### src/rtl/vga_movimg_gen.sv
// Sprite pixel generator for the 640x480 VGA timing chain: ROM-fetched sprite over a solid background.
// Define MOVIMG_WRAP_EN for wrap-around motion instead of edge bounce.
module vga_movimg_gen #(
  parameter int          IMG_W    = 64,
  parameter int          IMG_H    = 64,
  parameter int          ADDR_W   = 12,
  parameter int          SPEED    = 2,
  parameter int          STEP     = 2,
  parameter logic [11:0] BG_COLOR = 12'h000
) (
  input  logic              pclk,
  input  logic              reset,
  input  logic              valid,
  input  logic [9:0]        h_cnt,
  input  logic [9:0]        v_cnt,
  input  logic              hsync_in,
  input  logic              vsync_in,
  input  logic              pause,
  output logic [ADDR_W-1:0] rom_addr,
  input  logic [11:0]       rom_data,
  output logic [3:0]        vga_r,
  output logic [3:0]        vga_g,
  output logic [3:0]        vga_b,
  output logic              hsync,
  output logic              vsync
);

  localparam int          XB      = (IMG_W > 1) ? $clog2(IMG_W) : 1;
  localparam int          FCW     = (SPEED > 1) ? $clog2(SPEED) : 1;
  localparam logic [10:0] W11     = 11'(IMG_W);
  localparam logic [10:0] H11     = 11'(IMG_H);
  localparam logic [10:0] XMAX    = 11'(640 - IMG_W);
  localparam logic [10:0] YMAX    = 11'(480 - IMG_H);
  localparam logic [10:0] STEP11  = 11'(STEP);
  localparam logic [FCW-1:0] FC_LAST = FCW'(SPEED - 1);

`ifdef MOVIMG_WRAP_EN
  // Returns {dir, pos}; motion is positive only and restarts at 0 past the limit.
  function automatic logic [11:0] axis_move(input logic [10:0] pos, input logic [10:0] maxp);
    if (pos + STEP11 > maxp) return {1'b1, 11'd0};
    return {1'b1, pos + STEP11};
  endfunction
`else
  // Returns {dir, pos}; clamps to [0, maxp] and reverses direction on contact.
  function automatic logic [11:0] axis_move(input logic [10:0] pos, input logic dir,
                                            input logic [10:0] maxp);
    if (dir) begin
      if (pos + STEP11 >= maxp) return {1'b0, maxp};
      return {1'b1, pos + STEP11};
    end
    if (pos <= STEP11) return {1'b1, 11'd0};
    return {1'b0, pos - STEP11};
  endfunction
`endif

  logic [ADDR_W-1:0] rom_addr_q, rom_addr_d;
  logic              vld_p1, spr_p1, vld_p2, spr_p2;
  logic [11:0]       rgb_q, rgb_d;
  logic [2:0]        hs_q, vs_q;
  logic              vsync_q;
  logic [FCW-1:0]    frame_cnt_q, frame_cnt_d;
  logic [10:0]       x_pos_q, x_pos_d, y_pos_q, y_pos_d;
  logic              dx_q, dx_d, dy_q, dy_d;

  logic [10:0]       h11, v11, voff;
  logic [XB-1:0]     hoff;
  logic              in_spr_d, tick;
  logic [11:0]       x_mv, y_mv;

  always_comb begin
    h11      = {1'b0, h_cnt};
    v11      = {1'b0, v_cnt};
    in_spr_d = valid && (h11 >= x_pos_q) && (h11 < x_pos_q + W11)
                     && (v11 >= y_pos_q) && (v11 < y_pos_q + H11);
    hoff       = XB'(h11 - x_pos_q);
    voff       = v11 - y_pos_q;
    rom_addr_d = in_spr_d ? ADDR_W'({voff, hoff}) : '0;

    if (!vld_p2)     rgb_d = 12'h000;
    else if (spr_p2) rgb_d = rom_data;
    else             rgb_d = BG_COLOR;

`ifdef MOVIMG_WRAP_EN
    x_mv = axis_move(x_pos_q, XMAX);
    y_mv = axis_move(y_pos_q, YMAX);
`else
    x_mv = axis_move(x_pos_q, dx_q, XMAX);
    y_mv = axis_move(y_pos_q, dy_q, YMAX);
`endif

    // End of the vsync pulse lies in blanking, so position never changes mid-frame.
    tick        = vsync_in && !vsync_q;
    frame_cnt_d = frame_cnt_q;
    x_pos_d     = x_pos_q;
    y_pos_d     = y_pos_q;
    dx_d        = dx_q;
    dy_d        = dy_q;
    if (tick) begin
      if (frame_cnt_q == FC_LAST) begin
        frame_cnt_d = '0;
        if (!pause) begin
          x_pos_d = x_mv[10:0];
          dx_d    = x_mv[11];
          y_pos_d = y_mv[10:0];
          dy_d    = y_mv[11];
        end
      end else begin
        frame_cnt_d = frame_cnt_q + 1'b1;
      end
    end
  end

  always_ff @(posedge pclk) begin
    if (reset) begin
      rom_addr_q  <= '0;
      vld_p1      <= 1'b0;
      vld_p2      <= 1'b0;
      rgb_q       <= 12'h000;
      hs_q        <= 3'b111;
      vs_q        <= 3'b111;
      vsync_q     <= 1'b1;
      frame_cnt_q <= '0;
      x_pos_q     <= '0;
      y_pos_q     <= '0;
      dx_q        <= 1'b1;
      dy_q        <= 1'b1;
    end else begin
      // S1: hit test and ROM address
      rom_addr_q  <= rom_addr_d;
      vld_p1      <= valid;
      // S2: ROM data arrives
      vld_p2      <= vld_p1;
      // S3: colour select
      rgb_q       <= rgb_d;
      hs_q        <= {hs_q[1:0], hsync_in};
      vs_q        <= {vs_q[1:0], vsync_in};
      vsync_q     <= vsync_in;
      frame_cnt_q <= frame_cnt_d;
      x_pos_q     <= x_pos_d;
      y_pos_q     <= y_pos_d;
      dx_q        <= dx_d;
      dy_q        <= dy_d;
    end
  end

  always_ff @(posedge pclk) begin
    spr_p1 <= in_spr_d;
    spr_p2 <= spr_p1;
  end

  assign rom_addr = rom_addr_q;
  assign vga_r    = rgb_q[11:8];
  assign vga_g    = rgb_q[7:4];
  assign vga_b    = rgb_q[3:0];
  assign hsync    = hs_q[2];
  assign vsync    = vs_q[2];

endmodule

### config.mk
export PLATFORM = sky130hd
export DESIGN_NAME = vga_movimg_gen
export DESIGN_NICKNAME = d
export VERILOG_FILES = /design/src/rtl/vga_movimg_gen.sv
export SDC_FILE = /design/constraint.sdc
export NUM_CORES = 1
export LEC_CHECK = 0
export BUFFER_PORTS_ARGS = -buffer_cell sky130_fd_sc_hd__buf_2
export CELL_PAD_IN_SITES_DETAIL_PLACEMENT = 1
export CELL_PAD_IN_SITES_GLOBAL_PLACEMENT = 2
export CORE_MARGIN = 2
export CORE_UTILIZATION = 31
export DETAILED_ROUTE_END_ITERATION = 16
export HOLD_SLACK_MARGIN = 0.12
export PLACE_DENSITY_LB_ADDON = 0.1
export SLEW_MARGIN = 15
export SYNTH_ARGS = -nofsm -noshare
export SYNTH_HDL_FRONTEND = slang
export SYNTH_SLANG_ARGS = --single-unit
### constraint.sdc
create_clock -name pclk -period 2.5 [get_ports pclk]
set_input_delay 0 -clock pclk [delete_from_list [all_inputs] [get_ports pclk]]
set_output_delay 0 -clock pclk [all_outputs]
set_load 0.005 [all_outputs]
; ---- Word level (Yosys, flattened, before mapping)
; Index checks and enable logic that the tools add are counted.
[op_classes]
add_sub_neg = 9
magnitude_cmp = 8
n_reduce_logical = 9
n_mux = 23
n_bitwise = 4
[op_table]
columns = cell, count
row1 = 12-bit 2-to-1 mux, 12
row2 = 11-bit by 2-bit adder with 11-bit output (second input constant), 2
row3 = 11-bit by 7-bit adder with 11-bit output (second input constant), 2
row4 = 10-bit by 11-bit >= comparator with 1-bit output, 2
row5 = 11-bit by 2-bit <= comparator with 1-bit output (second input constant), 2
row6 = 10-bit by 11-bit < comparator with 1-bit output, 2
row7 = 11-bit by 2-bit subtractor with 11-bit output (second input constant), 2
row8 = 6-bit subtractor, 2
row9 = 11-bit by 10-bit >= comparator with 1-bit output (second input constant), 1
row10 = 11-bit by 9-bit >= comparator with 1-bit output (second input constant), 1
row11 = 1-bit 2-to-1 mux, 11
row12 = 1-bit logical AND, 5
row13 = 1-bit NOT, 4
row14 = 3-bit AND reduction, 1
row15 = 3-bit OR reduction, 1
row16 = 2-bit OR reduction, 1
row17 = 1-bit adder (second input constant), 1
row18 = 1-bit logical NOT, 1
[totals]
inputBits = 38
elab_cells = 67
ff_bits = 60

; ---- Logic depth before layout (Yosys ltp)
; Gate-level depths: netlist of the first run.
[logic_depth]
word_depth = 9
ltp_mapped = 10
depth_no_buf = 9

; ---- Worst setup path after synthesis of the first run
; No wires, ideal clock.
[synth_path]
kind = register -> register
startpoint = reg y_pos_q[6]
endpoint = reg rom_addr_q[7], in the netlist rom_addr[7]
slack_ps = 130
path_stages_with_launch = 10
setup_ps = 96
n_path_buf = 1
t_arrival_ps = 2274
required_time_ps = 2404
path_cell_list = dfxtp_1 > ha_1 > nand2b_1 > and2_1 > ha_1 > a211o_1 > o221a_2 > nor3_1 > clkbuf_2 > nor4b_1
[synth_between]
elab_chain_cells = 5
[synth_rtl]
columns = item, line
row1 = start: declaration, 62  ; logic [10:0] x_pos_q, x_pos_d, y_pos_q, y_pos_d;
row2 = start signal: assignment, 140  ; y_pos_q <= y_pos_d;
row3 = 11-bit by 7-bit adder with 11-bit output / 10-bit by 11-bit >= comparator with 1-bit output (equally long branches), 74  ; && (v11 >= y_pos_q) && (v11 < y_pos_q + H11);
row4 = 10-bit by 11-bit < comparator with 1-bit output / 1-bit logical AND (equally long branches), 74
row5 = 1-bit logical AND (*), 74
row6 = 1-bit NOT (no line) (*), n/a
row7 = 2-bit OR reduction (no line) (*), n/a
row8 = end signal: assignment, 129  ; rom_addr_q <= rom_addr_d;
row9 = end: declaration, 56  ; logic [ADDR_W-1:0] rom_addr_q, rom_addr_d;
; Mark *: on every way between the ends. The rest lies on a longest branch, timed or not.
; A chain may end at the register's enable or synchronous reset.

; ---- Final worst setup path of the first run
[layout_path]
startpoint = reg y_pos_q[6]
endpoint = reg rom_addr_q[0], in the netlist rom_addr[0]
; Same word-level chain as after synthesis.

==> results of run 1 <==
metal layers:
layer,up-vias,share of wire,GRT usage
li1,1773,-,-
met1,1731,0.50,0.269
met2,57,0.45,0.313
met3,15,0.029,0.0303
met4,0,0.022,0.0789
met5,-,0,0
cell usage after synthesis (12+ instances only):
cell type and instances:
dfxtp_1 57, nand3_1 12, o21ai_0 23, inv_1 30
nand4_1 12, and2_1 14, a21oi_1 21, nor2_1 20
ha_1 36, nand2_1 23, nor3_1 12, xnor2_1 20
power by group:
part	switching, uW	internal (uW)	leakage (uW)	total (uW)
combinational	110	111	0.00141	221
sequential	3.51	919	0.000464	923
clock	451	1070	0.000176	1520
total	565	2100	0.00205	2670
worst reg2reg max path, stage by stage, from the launching register on:
cell and delay, ns:
dfxtp_2 0.34, ha_2 0.19, nand2b_1 0.15, and2_1 0.16, ha_1 0.30, a211o_1 0.26, o221a_2 0.29, nor3_4 0.20
buf_6 0.14, nor4bb_2 0.25
cells by family (layout without fill, tap and decap cells):
logic type,after synthesis,count (layout),share of synthesized area
muxes,2,2,0.00567
and+or+nand+nor,146,146,0.229
adders and majority gates,38,38,0.131
buffers and inverters,49,154,0.0550
other,2,2,0.00200
xor gates and xnor gates,24,24,0.0560
DFF,57,57,0.304
AOI/OAI and AO/OA,111,111,0.217
sequential cells by signal, summed over array words and instances (netlist names):
signal / cells
spr_p2: 1
y_pos_q: 10
frame_cnt_q: 1
rom_addr: 12
rgb_q: 12
spr_p1: 1
vs_q: 3
x_pos_q: 10
dx_q: 1
dy_q: 1
vld_p1: 1
vld_p2: 1
hs_q: 3
cell type report:
| type | count | share of cell area |
|---|---|---|
| clock buffers | 10 | 0.0463 |
| clock inverters | 6 | 0.0263 |
| inverters | 30 | 0.0228 |
| multi-input cells | 323 | 0.494 |
| flip-flops and latches | 57 | 0.232 |
| well taps | 147 | 0.0372 |
| repair buffers | 108 | 0.141 |
what timing repair did:
action | CTS | global route
setup buffers | 0 | 1
resized for setup | 0 | 18
hold buffers | 17 | 0
setup endpoints to repair | 0 | 14
hold endpoints to repair | 17 | 0
how the worst min path moves through the flow:
stage                        endpoint  slack [ns]
after detailed placement    rgb_q[10]        0.20
after CTS                 rom_addr[1]        0.16
after global routing      rom_addr[1]        0.19
after floorplan               hs_q[0]        0.10
after global placement       rgb_q[2]        0.20
final                     rom_addr[1]        0.16
metrics by stage:
| step | std cells | utilization |
|---|---|---|
| after global placement | 646 | 0.365 |
| after detailed placement | 646 | 0.365 |
| after global routing | 681 | 0.415 |
| after floorplan | 429 | - |
| final | 681 | 0.415 |
| after CTS | 679 | 0.410 |
==> results.md, run 1 <==
- Diodes inserted: 0
- Cell Area, Synth: approximately 0.0038 mm2
- Largest net degree at the start of global routing: 35
- Crit path capture: rom_addr[0]
- Critical setup path kind: reg -> reg
- Total Wirelength: 12.3 mm
- Min-Delay Path Depth: 3
- Starting Density: 0.315
- Final hold vios: 0
- Via-per-instance ratio: approximately 5.3
- CTS Buf Count: 9
- #FFs+latches synth: 57
- Mapped Cells: 429
- CP Launch Type: flip-flop
- DRC: 0
- CP peak stage delay: 0.34 ns
- Total grt overflow: 0
- Final antenna-violating net count: 0
- Final Wtd Congestion: about 0.83
- Rows: 40
- Power Density: 539 mW/mm2
- Reg-to-Reg End: rom_addr[0]
- Crit-path max FO: 6
- Slowest cell on the critical path: dfxtp_2
- Slew headroom: 0.610
- CTS H-tree depth: 3
- Core footprint: 0.0119 mm2
- Most common cell after layout, fill and taps aside: buf_2
- Nets: ~600
- Synth top area cells: dfxtp_1 (30%), ha_1 (12%), xnor2_1 (4.7%), o21ai_0 (3.1%), inv_1 (3.0%)
- # clock sinks: 57
- Fraction of registers with async set or reset after synthesis: 0
- Synthesis Warnings: 0
- Multi-input logic area: 0.00244 mm2
- Setup_tns: 0 ns
- Dominant cell type by area after synthesis: dfxtp_1
- Drt wl/cell: 18.0 um
- Outcome: completed
- R2r startpoint: y_pos_q[6]
- Final max-slew violation count: 0
- Syn_nets: 505
- Ys flop type: dfxtp_1
- Arrival time worst endpoint: 2.61 ns
- CTS max path bufs: 2
- Hold slack: 0.162 ns
- First-pass GRT wire length: 19.7 mm
- FF-to-FF setup slack: between 0.1 and 0.15 ns
- Clock skew: 0.00734 ns
- Final Cell Area: ~0.0049 mm2
- Top-area cell type share of the netlist area: 0.304
- R2R cell count: 9
- Crit path max-delay family: simple AND/OR/NAND/NOR gates
- TritonCTS clock tree: done
- I/O Pins: 64
- Post-synth EDFFs: 0
- Pleak: 0.00205 uW
- Post-Place Worst Slack: 0.0434 ns
- Die Wd: between 100 and 150 um
- Hpwl dp: around 9.1 mm
- Worst setup path startpoint: y_pos_q[6]
- Clock slew at reported path FFs: about 0.06 ns
- Area Growth Syn to Fin: 31.8%
- Slew of the pin with the lowest slew margin: 0.581 ns
- Hold Startpoint: h_cnt[1]
- Final setup viols: 0
- Fin crit share: 0.945
- Vias: 3,576
- Initial antenna violation count: 0
- Part of the Yosys area used for sequential elements: 0.304
- CP Cell Sequence: ha_2, nand2b_1, and2_1, ha_1, a211o_1, o221a_2, nor3_4, buf_6, nor4bb_2
- Maxcap violations: 0
- Clk Tree Root Cell: clkbuf_16
- Setup ws final: around 0.14 ns
- Drt first pass iters: 4
- Layout cells sized above 1: 0.281
- GRT Overall Usage: 0.197
- Buf+Inv Stages, Crit Path: 1
- DR iter-0 viols: 230
- HP Class: in -> reg
- Placement Cell Area: about 0.0044 mm2
- Most frequent cells in the layout: buf_2 (64), dfxtp_1 (51), ha_1 (33), inv_1 (28), buf_4 (26)
- Final min period: 2.36 ns
- Netlist cell types: 76
- IO Port Bufs: 63
- Die area: 0.0130 mm2
- Max Fclk: between 400 and 500 MHz
- Stages on worst setup path: 9
- Register area: about 0.0011 mm2
- Pwr Total: 2670 uW
- Worst skew pair latency: 0.34 ns
- Avg Inst Size Synth: between 8 and 9 um2
- CP required: 2.74 ns
- Peak supply drop: 232 uV
- Filler Cell Count: 1,411
- Crit end category: flip-flop
- Die height: 114 um
- Vias in the first global route: 3,742
No activity file was read; power rests on OpenSTA's default activity.
==> inputs of run 2 (changes only) <==
Settings changed: CELL_PAD_IN_SITES_DETAIL_PLACEMENT 1 to 0, CELL_PAD_IN_SITES_GLOBAL_PLACEMENT 2 to 1, CORE_UTILIZATION 31 to 39.
Clock period 2.5 ns to 2 ns, I/O delays scaled along.
==> results.md, run 2 (synthesized netlist as in run 1, its figures left out) <==
- Internal: 1910 uW (was 2100 uW)
- Crit end category: flip-flop (unchanged)
- Pleak: 0.00249 uW (was 0.00205 uW)
- Peak supply drop: 365 uV (was 232 uV)
- Final max-slew violation count: 0 (unchanged)
- Reg-to-Reg End: rom_addr[0] (unchanged)
- RSZ-0062 raised after global routing: yes
- CP Cell Sequence: inv_1, buf_4, ha_1, nand4b_1, o21a_1, o21ai_1, o22ai_1, nor3_4, buf_6, nor4bb_4 (was ha_2, nand2b_1, and2_1, ha_1, a211o_1, o221a_2, nor3_4, buf_6, nor4bb_2)
- Critical setup path kind: reg -> reg (unchanged)
- Clock slew at reported path FFs: 0.09 ns (was 0.06 ns)
- IO Port Bufs: 63 (unchanged)
- Area Growth Syn to Fin: 55.3% (was 31.8%)
- Vias: 3,964 (was 3,576)
- Flop pwr share: 0.435 (was 0.346)
- I/O Pins: 64 (unchanged)
- Final setup viols: 18 (was 0)
- CTS Buf Count: 9 (unchanged)
- CP required: 2.25 ns (was 2.74 ns)
- Final min period: 2.19 ns (was 2.36 ns)
- CTS H-tree depth: 3 (unchanged)
- Vias in the first global route: 3,800 (was 3,742)
- DRC: 0 (unchanged)
- Rows: 35 (was 40)
- Switch Pwr: 724 uW (was 565 uW)
- Die height: 102 um (was 114 um)
- Drt wl/cell: 16.1 um (was 18.0 um)
- First-pass GRT wire length: 18.6 mm (was 19.7 mm)
- Nets: 692 (was 605)
- Total Wirelength: 12.1 mm (was 12.3 mm)
- Comb power frac: 0.127 (was 0.083)
- Crit-path max FO: 6 (unchanged)
- DR iter-0 viols: 182 (was 230)
- R2r startpoint: x_pos_q[7] (was y_pos_q[6])
- Via-per-instance ratio: 5.29 (was 5.25)
- Diodes inserted: 0 (unchanged)
- Fin crit share: 1.09 (was 0.945)
- Final Wtd Congestion: 0.853 (was 0.832)
- Worst skew pair latency: 0.35 ns (was 0.34 ns)
- Largest net degree at the start of global routing: 35 (unchanged)
- Die Wd: 102 um (was 114 um)
- HP Class: in -> reg (unchanged)
- Maxcap violations: 0 (unchanged)
- Hpwl dp: 8.35 mm (was 9.13 mm)
- TritonCTS clock tree: done (unchanged)
- Multi-input logic area: 0.00280 mm2 (was 0.00244 mm2)
- Core footprint: 0.00928 mm2 (was 0.0119 mm2)
- Max Fclk: 457 MHz (was 423 MHz)
- Non-filler cells, final: 750 (was 681)
- Power Density: 451 mW/mm2 (was 539 mW/mm2)
- Arrival time worst endpoint: 2.44 ns (was 2.61 ns)
- Clock skew: 0.0173 ns (was 0.00734 ns)
- Starting Density: 0.404 (was 0.315)
- Outcome: complete, but fails checks (was completed)
- Endpoint, Worst Hold: x_pos_q[5] (was rom_addr[1])
- FF-to-FF setup slack: -0.19 ns (was 0.14 ns)
- Hold Startpoint: pause (was h_cnt[1])
- Setup ws final: -0.186 ns (was 0.137 ns)
- Die area: 0.0104 mm2 (was 0.0130 mm2)
- Min-Delay Path Depth: 5 (was 3)
- # clock sinks: 57 (unchanged)
- Post-layout util: 0.627 (was 0.415)
- Final hold vios: 0 (unchanged)
- R2R cell count: 10 (was 9)
- Filler Cell Count: 821 (was 1,411)
- Register area: 0.00117 mm2 (was 0.00115 mm2)
- Initial antenna violation count: 0 (unchanged)
- Clk Tree Root Cell: clkbuf_8 (was clkbuf_16)
- Slowest cell on the critical path: dfxtp_2 (unchanged)
- Clock share of power: 0.438 (was 0.571)
- Violated checks: negative setup slack
- Final antenna-violating net count: 0 (unchanged)
- Most common cell after layout, fill and taps aside: buf_4 (was buf_2)
- Drt first pass iters: 5 (was 4)
- Most frequent cells in the layout: buf_4 (107), buf_2 (64), dfxtp_1 (45), ha_1 (28), inv_1 (26) (was buf_2 (64), dfxtp_1 (51), ha_1 (33), inv_1 (28), buf_4 (26))
- Placed cells: 692 (was 646)
- Total grt overflow: 0 (unchanged)
- CP Launch Type: flip-flop (unchanged)
- GRT Overall Usage: 0.228 (was 0.197)
- CTS max path bufs: 2 (unchanged)
- CP peak stage delay: 0.38 ns (was 0.34 ns)
- Switching Fraction: 0.275 (was 0.212)
- Worst setup path startpoint: x_pos_q[7] (was y_pos_q[6])
- Layout cells sized above 1: 0.451 (was 0.281)
[run 2: cell count changes in the layout (fill, tap and decap cells not counted), sizes merged]
cell	change
buf	+85
dlygate4sd3	+2
clkinv	-1
inv	+3
clkbuf	-1
bufinv	-3
clkinvlp	+2
[run 2: power groups by stage]
stage          sequential [uW]  clock [uW]  combinational [uW]
2_1_floorplan             1180           0                 149
3_3_place_gp              1170           0                 262
3_5_place_dp              1180           0                 265
4_1_cts                   1150        1160                 302
5_1_grt                   1150        1210                 366
6_report                  1140        1150                 334
[run 2: worst max-delay path by stage]
stage / endpoint / slack, ns / cells after the start
6_report: rom_addr[0] / -0.19 / 10
2_1_floorplan: rom_addr[6] / -0.14 / 9
3_3_place_gp: rom_addr[6] / -0.16 / 9
3_5_place_dp: rom_addr[0] / -0.21 / 8
4_1_cts: rom_addr[0] / -0.20 / 9
5_1_grt: rom_addr[7] / -0.28 / 10
[run 2: metal layers]
metal  vias up  GRT usage  share of wire  wire length [um]
met1      1865      0.325           0.47              5620
met2       120      0.364           0.46              5590
met5         -          0              0                 0
li1       1962          -              -                 -
met4         0     0.0554          0.014               165
met3        17     0.0342          0.057               694
[run 2: final cells by class]
cell class              count  area share
clock buffers               9      0.0213
clock inverters             7      0.0133
inverters                  30      0.0193
multi-input cells         323       0.481
flip-flops and latches     57       0.201
well taps                 129      0.0277
repair buffers            195       0.237
[run 2: worst max-delay path, delay by kind of cell (launching register included)]
kind | cells | cell delay [ns]
adder cells (fa/ha/maj) | 1 | 0.30
buffers and inverters | 3 | 0.39
flip-flops | 1 | 0.38
AND/OR/NAND/NOR | 3 | 0.48
AO/OA/AOI/OAI | 3 | 0.53
[run 2: timing repair]
item                       CTS  global route
hold endpoints to repair    20             0
setup endpoints to repair   23            34
pin swaps                   12            31
cloned                       1             0
hold buffers                19             0
setup buffers                6            17
resized for setup           19            64
[run 2: through the flow]
step / hold slack [ns] / setup slack, ns / TNS [ns] / area (um2) / total power [uW]
finish: 0.141 / -0.186 / -2.11 / 5830 / 2630
global route: 0.190 / -0.282 / -4.05 / 5830 / 2720
CTS: 0.148 / -0.200 / -1.74 / 5430 / 2610
detailed placement: 0.184 / -0.212 / -2.48 / 4890 / 1440
global placement: 0.182 / -0.157 / -2.20 / 4890 / 1440
floorplan: 0.104 / -0.136 / -0.864 / 3820 / 1320
==> inputs of run 3 (changes only) <==
Settings changed: ABC_AREA set to 1, CORE_UTILIZATION 39 to 37, RECOVER_POWER set to 25, SLEW_MARGIN 15 to unset.
==> results.md, run 3 <==
- Netlist cell types: 35 (was 76)
- Slowest cell on the critical path: dfxtp_4 (was dfxtp_2)
- Largest family of logic cells by synthesized area: simple AND/OR/NAND/NOR gates (unchanged)
- Drt wl/cell: 12.5 um (was 16.1 um)
- Crit end category: flip-flop (unchanged)
- Crit-path max FO: 6 (unchanged)
- Arrival time worst endpoint: 2.23 ns (was 2.44 ns)
- Non-filler cells, final: 814 (was 750)
- Largest net degree at the start of global routing: 19 (was 35)
- Hold slack: 0.141 ns (about the same)
- Critical setup path kind: reg -> reg (unchanged)
- Hpwl dp: 7.58 mm (was 8.35 mm)
- R2r startpoint: y_pos_q[6] (was x_pos_q[7])
- Area Growth Syn to Fin: 35.2% (was 55.3%)
- Avg Inst Size Synth: 6.96 um2 (was 8.75 um2)
- Nets: 749 (was 692)
- Filler Cell Count: 1,054 (was 821)
- Synth Area in Compound Gates: 0.105 (was 0.217)
- CP Cell Sequence: ha_4, inv_2, nand2_2, nand2_2, ha_4, a21oi_2, nand3b_1, nand2_1, nor2_2, nand2_2, nor2_4, nand3_4, nor2_1 (was inv_1, buf_4, ha_1, nand4b_1, o21a_1, o21ai_1, o22ai_1, nor3_4, buf_6, nor4bb_4)
- Final hold vios: 0 (unchanged)
- Syn_nets: 624 (was 505)
- Total grt overflow: 0 (unchanged)
- Multi-input logic area: 0.00248 mm2 (was 0.00280 mm2)
- Dominant cell type by area after synthesis: dfxtp_1 (unchanged)
- IO Port Bufs: 63 (unchanged)
- Rows: 37 (was 35)
- Top-count cell post-synth: nand2_1 (was dfxtp_1)
- CP peak stage delay: 0.37 ns (was 0.38 ns)
- Post-synthesis xor/xnor area fraction: 0.0574 (was 0.0560)
- Fraction of registers with async set or reset after synthesis: 0 (unchanged)
- Via-per-instance ratio: 4.64 (was 5.29)
- Part of the Yosys area used for sequential elements: 0.299 (was 0.304)
- CTS max path bufs: 2 (unchanged)
- Ys flop type: dfxtp_1 (unchanged)
- Clk Tree Root Cell: clkbuf_8 (unchanged)
- Die Wd: 106 um (was 102 um)
- Slew of the pin with the lowest slew margin: 0.616 ns
- RSZ-0062 raised after global routing: yes (unchanged)
- R2R cell count: 13 (was 10)
- Mux share of post-synthesis cell area: 0 (was 0.00567)
- Diodes inserted: 0 (unchanged)
- Final min period: 1.95 ns (was 2.19 ns)
- Final setup viols: 0 (was 18)
- Most common cell after layout, fill and taps aside: nand2_1 (was buf_4)
- Worst skew pair latency: 0.35 ns (about the same)
- Hold Startpoint: v_cnt[4] (was pause)
- Setup_tns: 0 ns (was -2.11 ns)
- CTS Buf Count: 9 (unchanged)
- I/O Pins: 64 (unchanged)
- Layout cells sized above 1: 0.271 (was 0.451)
- Register area: 0.00116 mm2 (was 0.00117 mm2)
- Cell Area, Synth: 0.00382 mm2 (was 0.00375 mm2)
- Outcome: completed (was complete, but fails checks)
- Synthesis Warnings: 0 (unchanged)
- Initial antenna violation count: 0 (unchanged)
- Die area: 0.0111 mm2 (was 0.0104 mm2)
- Most frequent cells after synthesis: nand2_1 (105), inv_1 (71), nor2_1 (67), dfxtp_1 (57), nand3_1 (39) (was dfxtp_1 (57), ha_1 (36), inv_1 (30), nand2_1 (23), o21ai_0 (23))
- Core footprint: 0.0102 mm2 (was 0.00928 mm2)
- Endpoint, Worst Hold: rom_addr[10] (was x_pos_q[5])
- TritonCTS clock tree: done (unchanged)
- FF-to-FF setup slack: 0.05 ns (was -0.19 ns)
- Synth top area cells: dfxtp_1 (30%), ha_1 (12%), nand2_1 (10%), inv_1 (7.0%), nor2_1 (6.6%) (was dfxtp_1 (30%), ha_1 (12%), xnor2_1 (4.7%), o21ai_0 (3.1%), inv_1 (3.0%))
- Final max-slew violation count: 0 (unchanged)
- Min-Delay Path Depth: 5 (unchanged)
- CP Launch Type: flip-flop (unchanged)
- CP required: 2.28 ns (was 2.25 ns)
- # clock sinks: 57 (unchanged)
- CTS H-tree depth: 3 (unchanged)
- Starting Density: 0.375 (was 0.404)
- Vias in the first global route: 3,513 (was 3,800)
- Final Wtd Congestion: 0.801 (was 0.853)
- Max Fclk: 513 MHz (was 457 MHz)
- Maxcap violations: 0 (unchanged)
- Top-area cell type share of the netlist area: 0.299 (was 0.304)
- DR iter-0 viols: 210 (was 182)
- Most frequent cells in the layout: nand2_1 (101), inv_1 (66), buf_2 (59), nor2_1 (54), dfxtp_1 (49) (was buf_4 (107), buf_2 (64), dfxtp_1 (45), ha_1 (28), inv_1 (26))
- Vias: 3,777 (was 3,964)
- Post-synth EDFFs: 0 (unchanged)
- Pleak: 0.00255 uW (was 0.00249 uW)
- Clock skew: 0.00924 ns (was 0.0173 ns)
- Total Wirelength: 10.2 mm (was 12.1 mm)
- Final antenna-violating net count: 0 (unchanged)
- Placed cells: 770 (was 692)
- First-pass GRT wire length: 16.9 mm (was 18.6 mm)
- Top cell by count, worst path: nand2_2
- DRC: 0 (unchanged)
- HP Class: in -> reg (unchanged)
- Slew headroom: 0.589
- Die height: 106 um (was 102 um)
- Post-Synth Simple-Gate Area: 0.310 (was 0.229)
- GRT Overall Usage: 0.189 (was 0.228)
- Peak supply drop: 406 uV (was 365 uV)
- Adder-cell share of the synthesized area: 0.129 (was 0.131)
- Drt first pass iters: 5 (unchanged)
- Mapped Cells: 548 (was 429)
- Reg-to-Reg End: rom_addr[5] (was rom_addr[0])
- Power Density: 502 mW/mm2 (was 451 mW/mm2)
- Clock slew at reported path FFs: 0.07 ns (was 0.09 ns)
- Fin crit share: 0.974 (was 1.09)
- Post-layout util: 0.507 (was 0.627)
- #FFs+latches synth: 57 (unchanged)
run 3: cell families (layout without fill, tap and decap cells):
group / Yosys count / after routing
AOI/OAI and AO/OA: 76 / 76
DFF: 57 / 57
xor gates and xnor gates: 25 / 25
other: 2 / 2
and+or+nand+nor: 260 / 261
buffers and inverters: 90 / 219
adders and majority gates: 38 / 38
run 3: final cells by class:
class	count	area share
multi-input combinational	402	0.481
clock buffer	9	0.0240
clock inverter	7	0.0150
timing repair buffer	129	0.168
tap	136	0.0330
inverter	74	0.0548
sequential	57	0.224
run 3: routing by layer:
| metal | share of wire | wire length, um | global-route usage |
|---|---|---|---|
| met1 | 0.50 | 5120 | 0.268 |
| met2 | 0.44 | 4490 | 0.298 |
| met3 | 0.049 | 504 | 0.0353 |
| met4 | 0.0085 | 87 | 0.0451 |
| met5 | 0 | 0 | 0 |
run 3: worst max path at each step:
stage,start,end,slack [ns],cells after the start
floorplan,x_pos_q[6],rom_addr[7],0.09,13
global placement,y_pos_q[6],rom_addr[5],-0.11,13
detailed placement,y_pos_q[6],rom_addr[11],-0.18,13
CTS,y_pos_q[7],rom_addr[11],0.005,12
global route,y_pos_q[7],rom_addr[8],-0.07,13
finish,y_pos_q[6],rom_addr[5],0.05,13
run 3: power breakdown:
group          switching [uW]  total (uW)  internal (uW)
Sequential               5.54        1150           1140
Combinational             174         335            161
Clock                     525        1110            582
Total                     704        2590           1890
run 3: stage by stage:
step	worst slack (ns)	cell area (um2)	total power, uW
after floorplan	0.0885	3820	1350
after global placement	-0.106	4500	1450
after detailed placement	-0.179	4500	1450
after CTS	0.00514	5020	2620
after global routing	-0.0672	5160	2740
final	0.0514	5160	2590
run 3: critical path, delay by kind of cell (launching register included):
family                     cells  cell delay, ns
and+or+nand+nor                9            0.98
DFF                            1            0.37
AOI/OAI and AO/OA              1            0.11
buffers and inverters          1            0.05
adders and majority gates      2            0.37
run 3: timing repair:
action / CTS / global route
endpoints found under the hold margin: 35 / 1
endpoints found under the setup margin: 12 / 27
hold buffers: 23 / 1
setup buffers: 1 / 2
gates cloned: 1 / 0
pin swaps: 7 / 20
gates resized for setup: 21 / 34
